$ cat src/rtl/multicycle_control_fsm_pkg.sv
// Shared constants for the multi-cycle RV32I control FSM:
// opcodes, state encodings, ALU op codes, PC source codes.
package ctrl_pkg;

  localparam logic [6:0] OP_R      = 7'b0110011;
  localparam logic [6:0] OP_I      = 7'b0010011;
  localparam logic [6:0] OP_LOAD   = 7'b0000011;
  localparam logic [6:0] OP_STORE  = 7'b0100011;
  localparam logic [6:0] OP_BRANCH = 7'b1100011;
  localparam logic [6:0] OP_JALR   = 7'b1100111;
  localparam logic [6:0] OP_JAL    = 7'b1101111;
  localparam logic [6:0] OP_LUI    = 7'b0110111;
  localparam logic [6:0] OP_AUIPC  = 7'b0010111;

  typedef enum logic [2:0] {
    S_IDLE   = 3'd0,
    S_FETCH  = 3'd1,
    S_DECODE = 3'd2,
    S_EXEC   = 3'd3,
    S_MEM    = 3'd4,
    S_WB     = 3'd5,
    S_TRAP   = 3'd7
  } state_t;

  localparam logic [2:0] AOP_R     = 3'b000;
  localparam logic [2:0] AOP_I     = 3'b001;
  localparam logic [2:0] AOP_LOAD  = 3'b010;
  localparam logic [2:0] AOP_STORE = 3'b011;
  localparam logic [2:0] AOP_BR    = 3'b100;
  localparam logic [2:0] AOP_LUI   = 3'b101;
  localparam logic [2:0] AOP_AUIPC = 3'b110;
  localparam logic [2:0] AOP_JUMP  = 3'b111;

  localparam logic [1:0] PC_SEQ = 2'b00;
  localparam logic [1:0] PC_REL = 2'b01;
  localparam logic [1:0] PC_REG = 2'b10;

  typedef struct packed {
    logic r;
    logic i;
    logic load;
    logic store;
    logic branch;
    logic jalr;
    logic jal;
    logic lui;
    logic auipc;
  } cls_t;

endpackage

$ cat src/rtl/multicycle_control_fsm_if.sv
// Instruction/data memory request-ready handshake bundle.
// master = control FSM, slave = memory side.
interface multicycle_control_fsm_if;
  logic imem_req;
  logic imem_ready;
  logic dmem_req;
  logic dmem_ready;
  logic mem_read;
  logic mem_write;

  modport master (
    output imem_req, dmem_req,
    output mem_read, mem_write,
    input  imem_ready, dmem_ready
  );

  modport slave (
    input  imem_req, dmem_req,
    input  mem_read, mem_write,
    output imem_ready, dmem_ready
  );
endinterface

$ cat src/rtl/multicycle_control_fsm_opcode_class_decoder.sv
// Opcode -> one-hot class, ALU op, ALU-B immediate select, legal.
module opcode_class_decoder
  import ctrl_pkg::*;
#(
  parameter int ALU_OP_W = 3
) (
  input  logic [6:0]          i_op,
  output cls_t                o_cls,
  output logic [ALU_OP_W-1:0] o_alu_op,
  output logic                o_alu_src,
  output logic                o_legal
);
  logic [2:0] w_aop;

  always_comb begin
    o_cls     = '0;
    w_aop     = AOP_R;
    o_alu_src = 1'b0;
    o_legal   = 1'b1;
    unique case (i_op)
      OP_R: o_cls.r = 1'b1;
      OP_I: begin
        o_cls.i = 1'b1; w_aop = AOP_I; o_alu_src = 1'b1;
      end
      OP_LOAD: begin
        o_cls.load = 1'b1; w_aop = AOP_LOAD; o_alu_src = 1'b1;
      end
      OP_STORE: begin
        o_cls.store = 1'b1; w_aop = AOP_STORE; o_alu_src = 1'b1;
      end
      OP_BRANCH: begin
        o_cls.branch = 1'b1; w_aop = AOP_BR;
      end
      OP_JALR: begin
        o_cls.jalr = 1'b1; w_aop = AOP_JUMP; o_alu_src = 1'b1;
      end
      OP_JAL: begin
        o_cls.jal = 1'b1; w_aop = AOP_JUMP;
      end
      OP_LUI: begin
        o_cls.lui = 1'b1; w_aop = AOP_LUI; o_alu_src = 1'b1;
      end
      OP_AUIPC: begin
        o_cls.auipc = 1'b1; w_aop = AOP_AUIPC; o_alu_src = 1'b1;
      end
      default: o_legal = 1'b0;
    endcase
  end

  assign o_alu_op = ALU_OP_W'(w_aop);
endmodule

$ cat src/rtl/multicycle_control_fsm.sv
// Multi-cycle RV32I control FSM with memory wait timeout and sticky traps.
// Optional perf counters (instret, stall_cycles) under CTRL_PERF_CNT_EN.
module multicycle_control_fsm
  import ctrl_pkg::*;
#(
  parameter int MEM_TIMEOUT = 16,
  parameter int ALU_OP_W    = 3
) (
  input  logic                clk,
  input  logic                rst,
  input  logic [6:0]          opcode,
  input  logic                alu_zero,
  multicycle_control_fsm_if.master mem_bus,
  output logic                ir_write,
  output logic                pc_write,
  output logic [1:0]          pc_src,
  output logic                reg_write,
  output logic                mem_to_reg,
  output logic                alu_src,
  output logic [ALU_OP_W-1:0] alu_op,
  output logic                illegal_instr,
  output logic                mem_fault,
  output logic [2:0]          state_o
`ifdef CTRL_PERF_CNT_EN
  ,
  output logic [31:0]         instret,
  output logic [31:0]         stall_cycles
`endif
);
  localparam int WAIT_CNT_W =
    (MEM_TIMEOUT > 0) ? $clog2(MEM_TIMEOUT + 1) : 1;
  localparam logic [WAIT_CNT_W-1:0] LP_TMO =
    WAIT_CNT_W'(MEM_TIMEOUT);

  state_t                r_state, w_state_nxt;
  logic [6:0]            r_op_q;
  logic [WAIT_CNT_W-1:0] r_wait_cnt, w_wait_nxt;
  logic                  r_illegal, r_fault;
  logic                  w_set_ill, w_set_flt;
  logic [6:0]            w_dec_op;
  cls_t                  w_cls;
  logic [ALU_OP_W-1:0]   w_aop;
  logic                  w_asrc, w_legal;
  logic                  w_req, w_rdy, w_stall, w_tmo;

  // DECODE judges the live opcode; later states use the latched copy
  assign w_dec_op = (r_state == S_DECODE) ? opcode : r_op_q;

  opcode_class_decoder #(.ALU_OP_W(ALU_OP_W)) u_dec (
    .i_op      (w_dec_op),
    .o_cls     (w_cls),
    .o_alu_op  (w_aop),
    .o_alu_src (w_asrc),
    .o_legal   (w_legal)
  );

  assign w_req   = (r_state == S_FETCH) || (r_state == S_MEM);
  assign w_rdy   = (r_state == S_FETCH) ? mem_bus.imem_ready
                                        : mem_bus.dmem_ready;
  assign w_stall = w_req && !w_rdy;
  assign w_tmo   = w_stall && (MEM_TIMEOUT != 0) &&
                   (r_wait_cnt == LP_TMO);

  always_comb begin
    if (!w_stall)               w_wait_nxt = '0;
    else if (r_wait_cnt != LP_TMO)
      w_wait_nxt = r_wait_cnt + WAIT_CNT_W'(1);
    else                        w_wait_nxt = r_wait_cnt;
  end

  always_ff @(posedge clk or posedge rst) begin
    if (rst) begin
      r_state    <= S_IDLE;
      r_op_q     <= '0;
      r_wait_cnt <= '0;
      r_illegal  <= 1'b0;
      r_fault    <= 1'b0;
    end else begin
      r_state    <= w_state_nxt;
      r_wait_cnt <= w_wait_nxt;
      if (r_state == S_DECODE) r_op_q <= opcode;
      if (w_set_ill) r_illegal <= 1'b1;
      if (w_set_flt) r_fault   <= 1'b1;
    end
  end

  always_comb begin
    w_state_nxt        = r_state;
    w_set_ill          = 1'b0;
    w_set_flt          = 1'b0;
    mem_bus.imem_req   = 1'b0;
    mem_bus.dmem_req   = 1'b0;
    mem_bus.mem_read   = 1'b0;
    mem_bus.mem_write  = 1'b0;
    ir_write           = 1'b0;
    pc_write           = 1'b0;
    pc_src             = PC_SEQ;
    reg_write          = 1'b0;
    mem_to_reg         = 1'b0;
    alu_src            = 1'b0;
    alu_op             = '0;
    unique case (r_state)
      S_IDLE: w_state_nxt = S_FETCH;
      S_FETCH: begin
        mem_bus.imem_req = 1'b1;
        if (mem_bus.imem_ready) begin
          ir_write    = 1'b1;
          pc_write    = 1'b1;
          w_state_nxt = S_DECODE;
        end else if (w_tmo) begin
          w_state_nxt = S_TRAP;
          w_set_flt   = 1'b1;
        end
      end
      S_DECODE: begin
        if (w_legal) w_state_nxt = S_EXEC;
        else begin
          w_state_nxt = S_TRAP;
          w_set_ill   = 1'b1;
        end
      end
      S_EXEC: begin
        alu_op  = w_aop;
        alu_src = w_asrc;
        unique case (1'b1)
          w_cls.branch: begin
            pc_write    = alu_zero;
            pc_src      = PC_REL;
            w_state_nxt = S_FETCH;
          end
          w_cls.jal: begin
            pc_write    = 1'b1;
            pc_src      = PC_REL;
            w_state_nxt = S_WB;
          end
          w_cls.jalr: begin
            pc_write    = 1'b1;
            pc_src      = PC_REG;
            w_state_nxt = S_WB;
          end
          w_cls.load, w_cls.store: w_state_nxt = S_MEM;
          w_cls.r, w_cls.i, w_cls.lui, w_cls.auipc:
            w_state_nxt = S_WB;
          default: w_state_nxt = S_WB;
        endcase
      end
      S_MEM: begin
        alu_op            = w_aop;
        alu_src           = w_asrc;
        mem_bus.dmem_req  = 1'b1;
        mem_bus.mem_read  = w_cls.load;
        mem_bus.mem_write = w_cls.store;
        if (mem_bus.dmem_ready)
          w_state_nxt = w_cls.load ? S_WB : S_FETCH;
        else if (w_tmo) begin
          w_state_nxt = S_TRAP;
          w_set_flt   = 1'b1;
        end
      end
      S_WB: begin
        alu_op      = w_aop;
        alu_src     = w_asrc;
        reg_write   = 1'b1;
        mem_to_reg  = w_cls.load;
        w_state_nxt = S_FETCH;
      end
      S_TRAP: w_state_nxt = S_TRAP;
      default: w_state_nxt = S_IDLE;
    endcase
  end

  assign illegal_instr = r_illegal;
  assign mem_fault     = r_fault;
  assign state_o       = r_state;

`ifdef CTRL_PERF_CNT_EN
  logic [31:0] r_instret, r_stall;
  logic        w_retire;

  assign w_retire = (w_state_nxt == S_FETCH) &&
                    ((r_state == S_EXEC) || (r_state == S_MEM) ||
                     (r_state == S_WB));

  always_ff @(posedge clk or posedge rst) begin
    if (rst) begin
      r_instret <= '0;
      r_stall   <= '0;
    end else begin
      if (w_retire) r_instret <= r_instret + 32'd1;
      if (w_stall)  r_stall   <= r_stall + 32'd1;
    end
  end

  assign instret      = r_instret;
  assign stall_cycles = r_stall;
`endif
endmodule

$ cat src/flat_wrapper.sv
// flat-port wrapper written by rule: the top's interface ports become plain ports
module multicycle_control_fsm_flat import ctrl_pkg::*;
#(
  parameter int MEM_TIMEOUT = 16,
  parameter int ALU_OP_W    = 3
)
  (clk, rst, opcode, alu_zero, ir_write, pc_write, pc_src, reg_write, mem_to_reg, alu_src, alu_op, illegal_instr, mem_fault, state_o, mem_bus_imem_req, mem_bus_dmem_req, mem_bus_mem_read, mem_bus_mem_write, mem_bus_imem_ready, mem_bus_dmem_ready);
  multicycle_control_fsm_if mem_bus_i ();
  input  logic clk;
  input  logic rst;
  input  logic [6:0] opcode;
  input  logic alu_zero;
  output logic ir_write;
  output logic pc_write;
  output logic [1:0] pc_src;
  output logic reg_write;
  output logic mem_to_reg;
  output logic alu_src;
  output logic [ALU_OP_W-1:0] alu_op;
  output logic illegal_instr;
  output logic mem_fault;
  output logic [2:0] state_o;
  output wire logic [$bits(mem_bus_i.imem_req)-1:0] mem_bus_imem_req;
  output wire logic [$bits(mem_bus_i.dmem_req)-1:0] mem_bus_dmem_req;
  output wire logic [$bits(mem_bus_i.mem_read)-1:0] mem_bus_mem_read;
  output wire logic [$bits(mem_bus_i.mem_write)-1:0] mem_bus_mem_write;
  input wire logic [$bits(mem_bus_i.imem_ready)-1:0] mem_bus_imem_ready;
  input wire logic [$bits(mem_bus_i.dmem_ready)-1:0] mem_bus_dmem_ready;
  assign mem_bus_imem_req = mem_bus_i.imem_req;
  assign mem_bus_dmem_req = mem_bus_i.dmem_req;
  assign mem_bus_mem_read = mem_bus_i.mem_read;
  assign mem_bus_mem_write = mem_bus_i.mem_write;
  assign mem_bus_i.imem_ready = mem_bus_imem_ready;
  assign mem_bus_i.dmem_ready = mem_bus_dmem_ready;
  multicycle_control_fsm #(.MEM_TIMEOUT(MEM_TIMEOUT), .ALU_OP_W(ALU_OP_W)) u_core (.clk(clk), .rst(rst), .opcode(opcode), .alu_zero(alu_zero), .mem_bus(mem_bus_i), .ir_write(ir_write), .pc_write(pc_write), .pc_src(pc_src), .reg_write(reg_write), .mem_to_reg(mem_to_reg), .alu_src(alu_src), .alu_op(alu_op), .illegal_instr(illegal_instr), .mem_fault(mem_fault), .state_o(state_o));
endmodule
$ cat config.mk
export PLATFORM = sky130hd
export DESIGN_NAME = multicycle_control_fsm_flat
export DESIGN_NICKNAME = d
export VERILOG_FILES = /design/src/rtl/multicycle_control_fsm_pkg.sv /design/src/rtl/multicycle_control_fsm_if.sv /design/src/rtl/multicycle_control_fsm_opcode_class_decoder.sv /design/src/rtl/multicycle_control_fsm.sv /design/src/flat_wrapper.sv
export SDC_FILE = /design/constraint.sdc
export NUM_CORES = 1
export LEC_CHECK = 0
export CAP_MARGIN = 10
export CELL_PAD_IN_SITES_DETAIL_PLACEMENT = 2
export CELL_PAD_IN_SITES_GLOBAL_PLACEMENT = 2
export CORE_AREA = 2 2 70 72
export DETAILED_ROUTE_END_ITERATION = 8
export DIE_AREA = 0 0 72 74
export PLACE_DENSITY_LB_ADDON = 0.3
export SLEW_MARGIN = 10
export SYNTH_ARGS = -nofsm -noshare
export SYNTH_HDL_FRONTEND = slang
export SYNTH_HIERARCHICAL = 1
export SYNTH_SLANG_ARGS = --single-unit
$ cat constraint.sdc
create_clock -name clk -period 3.4 [get_ports clk]
set_input_delay 0.51 -clock clk [delete_from_list [all_inputs] [get_ports clk]]
set_output_delay 0.51 -clock clk [all_outputs]
set_load 0.05 [all_outputs]
## After elaboration in Yosys (flattened, before gate mapping)

Index checks and enable logic that the tools add are counted.

- Flip-flop bits (word level): 17
- Latch bits: 0
- Memory bits (writable): 0
- Bits in read-only memories: 0
- Output and inout bits: 19
- Memories kept: 0

- Add/subtract/negate cells: 1
- $mul: 0
- Div/mod/pow operators: 0
- Magnitude comparators: 0
- Eq/ne operators: 18
- Shift-type cells: 0
- Mux-type cells: 39
- Bitwise operators: 0
- Reduce and logical (&&, ||, !) cells: 13

Operator list:

| kind | number |
|---|---|
| 1-bit two-way mux | 22 |
| 7-bit by 6-bit == test with 1-bit output, second input constant | 3 |
| 7-bit == test, second input constant | 3 |
| 3-bit one-hot mux with 7 select lines | 1 |
| 3-bit two-way mux | 6 |
| 3-bit one-hot mux with 6 select lines | 1 |
| 7-bit by 5-bit == test with 1-bit output, second input constant | 2 |
| 5-bit two-way mux | 2 |
| 2-bit OR reduction | 5 |
| 3-bit == test, second input constant | 3 |
| 9-bit OR reduction | 1 |
| 7-bit by 2-bit == test with 1-bit output, second input constant | 1 |
| 7-bit two-way mux | 1 |
| 3-bit by 2-bit == test with 1-bit output, second input constant | 2 |
| 1-bit one-hot mux with 2 select lines | 3 |
| 3-bit one-hot mux with 2 select lines | 1 |
| 6-bit OR reduction | 1 |
| 5-bit by 1-bit adder with 5-bit output, second input constant | 1 |
| 5-bit == test, second input constant | 1 |
| 5-bit != test, second input constant | 1 |
| 2-bit one-hot mux with 2 select lines | 1 |
| 3-bit by 1-bit == test with 1-bit output, second input constant | 1 |
| 3-bit zero test | 1 |
| 3-bit OR reduction | 1 |
| 5 further kinds | 6 |

## Depth between registers and ports, before layout

Gate-level depths: netlist (run 1).

- Depth in word-level cells: 8
- Mapped depth: 10

## Cells and area by module

Netlist (run 1), hierarchy kept.

Modules (own cells, without submodules):

| module | instances | cells an instance | area an instance (um^2) |
|---|---|---|---|
| multicycle_control_fsm | 1 | 94 | 980.9 |
| opcode_class_decoder | 1 | 48 | 344.1 |

## Least setup slack after synthesis (run 1)

OpenSTA, ideal clock, no wires.

- Path type: flip-flop to output port
- Start point: reg u_core.r_state[0], in the netlist u_core/state_o[0]
- End point: out pc_write
- Arrival: 3.523 ns
- Data required time: 2.890 ns
- Path slack: -0.633 ns
- Cell stages (with the launch flop): 10
- Buffers on the path: 2
- Cell sequence: dfrtp_1 -> buf_4 -> nor3b_4 -> mux2_2 -> buf_6 -> nand3b_4 -> nor4_1 -> a211o_1 -> nand2_1 -> a21boi_0

RTL lines:

| item | line | text |
|---|---|---|
| start: declaration | multicycle_control_fsm.sv:35 | `state_t r_state, w_state_nxt;` |
| start signal: assignment | multicycle_control_fsm.sv:79 | `r_state <= w_state_nxt;` |
| end: declaration | flat_wrapper.sv:14 | `output logic pc_write;` |

==> impl_results.md, run 1 <==
* Largest driver fanout on the critical path at 12
* Final period util at 93.2%
* Via count of the first global-routing pass at between 1000 and 1500
* Critical Path Slowest Stage Cell: dfrtp_1
* Fraction of layout cells with a size suffix above 1 at between 20% and 30%
* Register area at 427 µm²
* Die Height at 74 µm
* GR met2 Demand/Resource at 25.5%
* Skew-Pair Late Insertion Delay at 260 ps
* Synth warnings at 6
* Hold crit path type: flip-flop to flip-flop
* 1st-pass router iterations at 4
* Final-report max-slew violation count at 0
* Maximum VDD drop at 0.125 mV
* Max-cap violations at 0
* Final worst hold slack at about 490 ps
* Placement Rows at 25
* Via density per instance at 5.06
* Clock tree from TritonCTS: built
* Global Route met3 Usage at 4.20%
* Post-Route Skew at 2.50 ps
* Clock input transition at the sequential cells of the worst setup and hold paths at 70 ps
* Transition at the pin with the smallest max-transition slack at between 700 and 800 ps
* Arrival time worst endpoint at 2660 ps
* Overall routed net length at 3.76 mm
* Die Outline Area at 5330 µm²
* GRT Residual Overflow at 0
* Area used by multi-input combinational logic at 815 µm²
* Most utilized layer in the global route result: met2
* Met1 layer usage reported by global route at 18.5%
* Global-route wire length before repair at between 6 and 7 mm
* Placer's final routability congestion estimate at 0.701
* Total number of vias at 1113
* Final layout net count at 181
* Family with the most delay on the worst path: simple AND/OR/NAND/NOR gates
* Power density relative to cell area at 211 nW/µm²
* Global-route total usage across every layer at 14.6%
* Mean instance size in the synthesized netlist at 9.52 µm²
* Cts bufs inserted at 3
* Starting Density at between 20% and 30%
* Startpoint-to-endpoint class of the critical path: flip-flop to output port
* Die Span X at 72 µm
* Gate Count Post-Synth at 136
* Post-route ant nets at 0
* Number of endpoints with negative hold slack in the final report at 0
* Fillers at 508
* Mapped Nets at 150
* Leading cell type in the layout, fill and taps excluded: clkdlybuf4s50_1
* Number of port buffers at 30
* Run status: finished, final reports clean
* Starting DRT DRC Count at 41
* Slew HR at approximately 53%
* Antenna Diode Count at 0
* Final std cell area, no fill at 1790 µm²
* WP data required at between 2000 and 3000 ps
* Area of the core at 4600 µm²
* Largest net degree at the start of global routing at 18
* Detailed Place HPWL at 2.83 mm
* Crit path time final at 3170 ps
* CP Capture Type: output port
* Leakage power of the design at 0.850 nW
* Initial antenna violation count at 0
* Layout-stage area growth over the synthesis result at 38.4%
* Total I/O pin count at 31
* Crit path buffers/inverters at 2
* Setup violations, final at 0
* DRC violation count after routing at 0
* Dpl cell area at 1710 µm²
* Clk sinks at 17
* Setup TNS at 0 ps
* Highest attainable clock frequency at 316 MHz
* Netlist Area Pre-Place at around 1300 µm²
* Top library cells by usage in the layout, fill and taps aside: clkdlybuf4s50_1, dfrtp_1, nor2_1
* Clock tree buffer depth at 2
* Final standard cell count with taps included and fillers excluded at 220
* Type of element launching the critical path: flip-flop
* Cells after DPL at 214
* Largest stage delay on the critical path at 510 ps
* Wirelength per Cell at ~17 µm
* H-Tree Level Count at 1
* Cell chain of the critical path: nor3b_4 > buf_4 > mux2_2 > nor3_2 > nand2_1 > nor3_4 > and2_1 > buf_12
* Buffer type at the clock tree root: clkbuf_8
layout make-up:
type,count,area share [%]
flip-flops and latches,17,23.8
well taps,54,3.77
repair buffers,34,23.3
clock buffers,3,2.30
inverters,5,1.05
multi-input cells,106,45.5
clock inverters,1,0.279
final timing paths:
check	from	to	slack (ps)	cells past startpoint
setup / recovery	u_core/state_o[2]	mem_bus_mem_read	230	8
hold / removal	u_core/mem_fault	u_core/mem_fault	490	1
setup reg to reg	u_core/state_o[2]	u_core/state_o[0]	750	9
hold reg to reg	u_core/mem_fault	u_core/mem_fault	490	1
max in group asynchronous	rst	u_core/state_o[0]	2240	2
min in group asynchronous	rst	u_core/r_wait_cnt[3]	670	2
layer usage:
layer	vias up	wire (µm)	share of wire (%)
met5	-	0	0
met4	0	0	0
met3	0	182	4.8
met2	25	1820	48
met1	557	1760	47
li1	531	-	-
flip-flops by register name, indices dropped and copies added, names as in the netlist:
signal                cells
u_core/r_op_q             7
u_core/mem_fault          1
u_core/illegal_instr      1
u_core/state_o            3
u_core/r_wait_cnt         5
timing repair:
| item | CTS | global route |
|---|---|---|
| hold buffers | 0 | 0 |
| gates resized for setup | 0 | 4 |
| setup endpoints to repair | 0 | 4 |
| setup buffers | 0 | 2 |
stage by stage:
| step | utilization, % | total power, mW | setup slack, ps |
|---|---|---|---|
| floorplan | - | 0.209 | 20.9 |
| global placement | 37.1 | 0.224 | 428 |
| detailed placement | 37.1 | 0.225 | 346 |
| CTS | 38.1 | 0.384 | 29.4 |
| global route | 39.0 | 0.396 | -2.94 |
| finish | 39.0 | 0.377 | 233 |
power by group:
part | internal (mW) | switching [mW]
Combinational | 0.0112 | 0.00716
Sequential | 0.202 | 0
Clock | 0.0815 | 0.0755
Total | 0.295 | 0.0826
Note: power is estimated with default switching activity, not from simulation.
==> inputs of run 2 (changes only) <==
--- a/config.mk
+++ b/config.mk
@@ -8,9 +8,9 @@
 export CAP_MARGIN = 10
 export CELL_PAD_IN_SITES_DETAIL_PLACEMENT = 2
 export CELL_PAD_IN_SITES_GLOBAL_PLACEMENT = 2
-export CORE_AREA = 2 2 70 72
+export CORE_AREA = 8 8 76 78
 export DETAILED_ROUTE_END_ITERATION = 8
-export DIE_AREA = 0 0 72 74
+export DIE_AREA = 0 0 84 86
 export PLACE_DENSITY_LB_ADDON = 0.3
 export SLEW_MARGIN = 10
 export SYNTH_ARGS = -nofsm -noshare
==> run 2 against run 1 <==
- critical path depth is the same
- combinational power is essentially flat
- global-route usage shrank 3.5 points
- final cell count grew 0.91%
- fmax shrank 2.2%
- routed wire length shrank 0.59%
- first-iteration DRC count shrank 24%
- hold slack lost 5.9 ps
- clock skew grew 2.6 ps
- critical path type unchanged
- largest power group unchanged
- highest routed layer is now met4
==> impl_results.md, run 2 (synthesis gave the netlist of run 1 again) <==
* Run status: finished, final reports clean
* Total number of vias at 1114 (+0.090%)
* Skew-Pair Late Insertion Delay at 250 ps (about the same)
* Leading cell type in the layout, fill and taps excluded: clkdlybuf4s50_1
* Relative contribution of sequential cells to total power at 54.8% (+1.2 points)
* Detailed Place HPWL at 2.97 mm (+5.0%)
* Met1 Wirelength at 1.80 mm (+2.0%)
* Number of endpoints with negative hold slack in the final report at 0 (unchanged)
* WP data required at 2890 ps (about the same)
* Crit path buffers/inverters at 2 (unchanged)
* Maximum VDD drop at 0.116 mV (-7.3%)
* Final worst hold slack at 483 ps (-5.92 ps)
* Die Outline Area at 7220 µm² (+36%)
* Final layout net count at 183 (+1.1%)
* Cell chain of the critical path: nor3b_4 > buf_4 > mux2_2 > nor4_1 > a211o_1 > nand2_1 > a21boi_2 > buf_12
* Layout-stage area growth over the synthesis result at 37.8%
* Largest stage delay on the critical path at 520 ps (about the same)
* Number of port buffers at 30 (unchanged)
* Cell-internal power at 295 µW (about the same)
* Type of element launching the critical path: flip-flop
* 1st-pass router iterations at 4 (unchanged)
* Total I/O pin count at 31 (unchanged)
* Final-report max-slew violation count at 0 (unchanged)
* Placement Rows at 25 (unchanged)
* Crit path time final at 3240 ps (+71.2 ps)
* Die Span X at 84 µm (+17%)
* Wirelength per Cell at 16.8 µm (-1.5%)
* Largest driver fanout on the critical path at 12 (unchanged)
* Initial antenna violation count at 0 (unchanged)
* CP Capture Type: output port
* Fraction of layout cells with a size suffix above 1 at 26.2% (-0.32 points)
* Transition at the pin with the smallest max-transition slack at 653 ps (-52.0 ps)
* Family with the most delay on the worst path: simple AND/OR/NAND/NOR gates
* Hold crit path type: flip-flop to flip-flop
* Pre-CTS setup slack at 339 ps (-7.10 ps)
* GRT Residual Overflow at 0 (unchanged)
* DRC violation count after routing at 0 (unchanged)
* Arrival time worst endpoint at 2730 ps (+70 ps)
* Cts bufs inserted at 3 (unchanged)
* Clock tree buffer depth at 2 (unchanged)
* Global-route total usage across every layer at 11.1% (-3.5 points)
* Largest net degree at the start of global routing at 18 (unchanged)
* Max-cap violations at 0 (unchanged)
* Final setup margin at 161 ps (-71.2 ps)
* Final Power at 369 µW (-2.1%)
* Highest signal layer in the routed design: met4
* Critical Path Slowest Stage Cell: dfrtp_1
* Antenna Diode Count at 0 (unchanged)
* Slew HR at 56.4% (+3.5 points)
* PostCTS Resize Cnt at 0 (unchanged)
* Startpoint-to-endpoint class of the critical path: flip-flop to output port
* Post-route ant nets at 0 (unchanged)
* Flip-flop count of the largest register after layout at 7 (unchanged)
* Buffer type at the clock tree root: clkbuf_8
* Overall routed net length at 3.74 mm (-0.59%)
* Length of routed met3 wiring at 189 µm (+3.8%)
* Starting Density at 28.2% (unchanged)
* Global-route wire length before repair at 6.66 mm (+9.4%)
* Area of the core at 4600 µm² (unchanged)
* Clk sinks at 17 (unchanged)
* Via density per instance at 5.02 (-0.81%)
* Die Height at 86 µm (+16%)
* Power density relative to cell area at 207 nW/µm² (-1.7%)
* Highest attainable clock frequency at 309 MHz (-2.2%)
* Share of power burned in combinational logic at 4.9% (about the same)
* Post-route core utilization at 38.8% (-0.16 points)
* Wire length on met2 at 1.73 mm (-4.5%)
* Clock tree from TritonCTS: built
* Placer's final routability congestion estimate at 0.706 (+0.70%)
* Sw Pwr at 74.6 µW (-9.7%)
* Setup violations, final at 0 (unchanged)
* Clock input transition at the sequential cells of the worst setup and hold paths at 60 ps (about the same)
* Register name with the most flops: u_core/r_op_q
* Starting DRT DRC Count at 31 (-24%)
* Sw Ratio at 20.2% (-1.7 points)
* Final period util at 95.3% (+2.1 points)
* Number of setup buffers added after CTS at 0 (unchanged)
* Leakage power of the design at 0.866 nW (+1.8%)
* H-Tree Level Count at 1 (unchanged)
* Top library cells by usage in the layout, fill and taps aside: clkdlybuf4s50_1, dfrtp_1, nor2_1
* Via count of the first global-routing pass at 1271 (+7.6%)
* Part of the total power dissipated in the clock network at 40.4% (-1.2 points)
* Hold-fix buffers, CTS at 0 (unchanged)
* Post-Route Skew at 5.06 ps (+2.56 ps)
* Setup TNS at 0 ps (unchanged)
==> run 2: cell types whose count changed in the layout (fill, tap and decap cells not counted), sizes merged <==
cell,change
buf,+2
==> run 2: cell type report <==
cell class,instances,area (µm²)
clock inverters,1,5.00
inverters,5,18.8
fillers,496,2810
repair buffers,36,433
well taps,54,67.6
flip-flops and latches,17,425
multi-input cells,106,793
clock buffers,3,41.3
==> run 2: worst paths after layout <==
check	cells past startpoint	startpoint	endpoint	slack, ps
min in group asynchronous	2	rst	u_core/r_op_q[3]	650
max	8	u_core/state_o[2]	pc_write	160
min reg2reg	1	u_core/mem_fault	u_core/mem_fault	480
max in group asynchronous	2	rst	u_core/mem_fault	2320
min	1	u_core/mem_fault	u_core/mem_fault	480
max reg2reg	9	u_core/state_o[2]	u_core/state_o[0]	790
==> run 2: metrics by stage <==
stage                     area [µm²]  cells
after floorplan                 1300    136
after global placement          1720    215
after detailed placement        1720    215
after CTS                       1760    219
after global routing            1780    222
final                           1780    222
==> run 2: worst reg2reg max path, stage by stage (launching register included) <==
cell and delay (ps):
dfrtp_1 520, nor3b_4 330, buf_4 160, mux2_2 430, nor3_2 240, nand2_1 120, nor3_2 270, nor2_1 100
o21ai_0 200, a22oi_1 120
==> run 2: power by group through the flow <==
stage | Clock (mW) | Sequential [mW] | Combinational, mW
floorplan | 0 | 0.206 | 0.00318
global placement | 0 | 0.206 | 0.0182
detailed placement | 0 | 0.206 | 0.0186
CTS | 0.156 | 0.202 | 0.0187
global route | 0.170 | 0.202 | 0.0197
finish | 0.149 | 0.202 | 0.0180
==> run 2: metal layers <==
layer | vias up | track usage (%)
met2 | 25 | 18.1
met3 | 2 | 3.60
met4 | 0 | 2.35
met1 | 548 | 13.9
met5 | - | 0
li1 | 539 | -
==> inputs of run 3 (changes only) <==
--- a/config.mk
+++ b/config.mk
@@ -15,5 +15,4 @@
 export SLEW_MARGIN = 10
 export SYNTH_ARGS = -nofsm -noshare
 export SYNTH_HDL_FRONTEND = slang
-export SYNTH_HIERARCHICAL = 1
 export SYNTH_SLANG_ARGS = --single-unit
==> run 3 against run 2 <==
- sequential share of layout area grew 1.3 points
- routed wire length grew 14%
- non-clock buffer count shrank 4
- critical endpoint is now mem_to_reg
- combinational power grew to 37 times the previous value
==> impl_results.md, run 3 <==
* Run status: finished, final reports clean
* Largest family of logic cells by synthesized area: simple AND/OR/NAND/NOR gates
* RSZ-0062 raised after global routing: false
* Area of the core at 4600 µm² (unchanged)
* Placement Rows at 25 (unchanged)
* Slew HR at 40.2% (-16 points)
* Fraction of layout cells with a size suffix above 1 at 12.4% (-14 points)
* Largest net degree at the start of global routing at 18 (unchanged)
* Final setup margin at 234 ps (+72.4 ps)
* Sw Pwr at 595 µW (+700%)
* Setup violations, final at 0 (unchanged)
* Setup TNS at 0 ps (unchanged)
* Max-cap violations at 0 (unchanged)
* Relative contribution of sequential cells to total power at 30.6% (-24 points)
* Sequential cell area fraction in the yosys report at 34.8%
* Netlist Area Pre-Place at 1220 µm² (-5.5%)
* Die Span X at 84 µm (unchanged)
* Post-route ant nets at 0 (unchanged)
* Total I/O pin count at 31 (unchanged)
* Leakage power of the design at 0.677 nW (-22%)
* Layout-stage area growth over the synthesis result at 38.4%
* CP Capture Type: output port
* Antenna Diode Count at 0 (unchanged)
* FF-to-FF setup slack at 1330 ps (+540 ps)
* Length of routed met3 wiring at 178 µm (-5.8%)
* Share of power burned in combinational logic at 56.1% (+51 points)
* GRT Residual Overflow at 0 (unchanged)
* PostCTS Resize Cnt at 0 (unchanged)
* Detailed Place HPWL at 3.48 mm (+17%)
* Top library cells by usage in the layout, fill and taps aside: clkdlybuf4s50_1, nand2_1, dfrtp_1
* Die Outline Area at 7220 µm² (unchanged)
* Proportion of netlist area held by the largest area contributor at 34.8%
* 1st-pass router iterations at 2 (-2)
* Critical path startpoint: u_core.state_o[2]
* Cts bufs inserted at 3 (unchanged)
* Register name with the most flops: u_core.r_op_q
* Buffer type at the clock tree root: clkbuf_8
* Post-Route Skew at 1.78 ps (-3.28 ps)
* Cell chain of the critical path: nor3b_2 > or4b_1 > nor4_2 > clkdlybuf4s50_1
* Arrival time worst endpoint at 2660 ps (-70 ps)
* Mean instance size in the synthesized netlist at 8.32 µm² (-13%)
* Clock input transition at the sequential cells of the worst setup and hold paths at 70 ps (about the same)
* Via count of the first global-routing pass at 1414 (+11%)
* Clock tree from TritonCTS: built
* Wirelength per Cell at 18.4 µm (+9.2%)
* Startpoint-to-endpoint class of the critical path: flip-flop to output port
* Highest attainable clock frequency at 316 MHz (+2.3%)
* Primary FF master, synth: dfrtp_1
* Highest signal layer in the routed design: met4
* Synth Area in Adders at 2.04%
* Synth warnings at 0 (-6)
* Pre-CTS setup slack at 279 ps (-59.9 ps)
* Worst reg2reg endpoint: u_core.state_o[2]
* Number of port buffers at 30 (unchanged)
* Total number of vias at 1224 (+9.9%)
* Final period util at 93.1% (-2.1 points)
* Crit path time final at 3170 ps (-72.4 ps)
* Starting Density at 26.6% (-1.6 points)
* Clk sinks at 17 (unchanged)
* Hold-fix buffers, CTS at 0 (unchanged)
* Fraction of synthesized area in multiplexers at 4.50%
* Fillers at 525 (+5.8%)
* Maximum VDD drop at 0.243 mV (+110%)
* Cell-internal power at 605 µW (+110%)
* Hold crit path type: flip-flop to flip-flop
* Xor and xnor area share after synthesis at 5.01%
* Crit path capture: mem_to_reg
* Sw Ratio at 49.6% (+29 points)
* Number of endpoints with negative hold slack in the final report at 0 (unchanged)
* Power density relative to cell area at 708 nW/µm² (+240%)
* Clock tree buffer depth at 2 (unchanged)
* Final layout net count at 193 (+5.5%)
* H-Tree Level Count at 1 (unchanged)
* Part of the total power dissipated in the clock network at 13.3% (-27 points)
* Skew-Pair Late Insertion Delay at 260 ps (about the same)
* Number of unique standard cell types used by synthesis at 42
* Final-report max-slew violation count at 0 (unchanged)
* Placer's final routability congestion estimate at 0.787 (+11%)
* Die Height at 86 µm (unchanged)
* Starting DRT DRC Count at 51 (+65%)
* Via density per instance at 5.28 (+5.1%)
* Most instantiated library cell after synthesis: nand2_1
* Beginning of the worst register-to-register path: u_core.state_o[2]
* Number of setup buffers added after CTS at 0 (unchanged)
* Transition at the pin with the smallest max-transition slack at 893 ps (+240 ps)
* Cell types with the highest counts after synthesis: nand2_1, dfrtp_1, nor2_1
* Number of enable-type register cells in the synthesized netlist at 0
* Largest stage delay on the critical path at 840 ps (+320 ps)
* Met1 Wirelength at 1.90 mm (+5.6%)
* Async set or reset register ratio after synthesis at 100%
* Gate Count Post-Synth at 147 (+8.1%)
* Share of the synthesized area in compound gates (AO/OA/AOI/OAI) at 14.9%
* Initial antenna violation count at 0 (unchanged)
* Global-route wire length before repair at 7.15 mm (+7.4%)
* Wire length on met2 at 2.18 mm (+26%)
* Leading cell type in the layout, fill and taps excluded: clkdlybuf4s50_1
* Overall routed net length at 4.27 mm (+14%)
* DRC violation count after routing at 0 (unchanged)
* Largest driver fanout on the critical path at 16 (+4)
* Area leader, netlist: dfrtp_1
* Mapped Nets at 161 (+7.3%)
* Type of element launching the critical path: flip-flop
* Largest cells by area after synthesis: dfrtp_1, nand2_1, nor3_1, nor2_1, mux2_2
* Count of cells along the worst register-to-register path at 4 (-5)
* WP data required at 2890 ps (about the same)
* Area fraction in and, or, nand and nor cells after synthesis at 33.9%
* Flip-flop count of the largest register after layout at 7 (unchanged)
* Number of synthesized register bits at 17
* Global-route total usage across every layer at 11.9% (+0.74 points)
* Critical Path Slowest Stage Cell: clkdlybuf4s50_1
## run 3: changes by cell type in the layout (fill, tap and decap cells not counted), moves of 3 or more
| cell | delta |
|---|---|
| nand2_1 | +11 |
| and2_1 | -10 |
| nor3_1 | +8 |
| a21oi_1 | +4 |
| buf_4 | -4 |
| buf_12 | -3 |
| clkdlybuf4s50_1 | +3 |
| inv_1 | +3 |
| mux2_2 | -3 |
| nor3b_1 | -3 |
## run 3: through the flow
step	instances	power (mW)	util [%]	hold slack, ps	cell area, µm²
final	232	1.20	36.8	486	1690
after global routing	232	1.28	36.8	508	1690
after CTS	232	1.21	36.8	498	1690
after detailed placement	228	1.05	35.8	474	1650
after global placement	228	1.02	35.8	456	1650
after floorplan	147	0.809	-	436	1240
## run 3: routing by layer
layer / global-route usage (%) / vias to the layer above
li1: - / 594
met1: 14.2 / 612
met2: 21.0 / 16
met3: 3.60 / 2
met4: 0.942 / 0
met5: 0 / -
## run 3: area by class of cell
cell class / instances / area (µm²) / area share, %
flip-flops and latches: 17 / 425 / 25.1
well taps: 54 / 67.6 / 3.99
repair buffers: 32 / 373 / 22.0
clock buffers: 3 / 41.3 / 2.44
inverters: 8 / 30.0 / 1.77
multi-input cells: 117 / 752 / 44.4
clock inverters: 1 / 5.00 / 0.295
## run 3: how the worst min path moves through the flow
stage                         start  cells after the start                   end  slack [ps]
2_1_floorplan                   rst                      1  u_core.illegal_instr         440
3_3_place_gp   u_core.illegal_instr                      1  u_core.illegal_instr         460
3_5_place_dp   u_core.illegal_instr                      1  u_core.illegal_instr         470
4_1_cts        u_core.illegal_instr                      1  u_core.illegal_instr         500
5_1_grt        u_core.illegal_instr                      1  u_core.illegal_instr         510
6_report       u_core.illegal_instr                      1  u_core.illegal_instr         490
## run 3: cell families after synthesis
group,after synthesis
flops,17
mux,5
buf+inv,13
xor+xnor,7
fa+ha+maj,2
simple gates,76
compound gates,27
## run 3: critical path, delay by kind of cell, from the launching register on
family / cells / cell delay [ps]
simple gates: 3 / 1010
buf+inv: 1 / 840
flops: 1 / 550
## run 3: power by group through the flow
stage	Clock, mW	Sequential (mW)	Combinational [mW]
4_1_cts	0.164	0.369	0.680
3_5_place_dp	0	0.374	0.677
6_report	0.159	0.368	0.673
5_1_grt	0.173	0.381	0.723
2_1_floorplan	0	0.390	0.419
3_3_place_gp	0	0.359	0.661
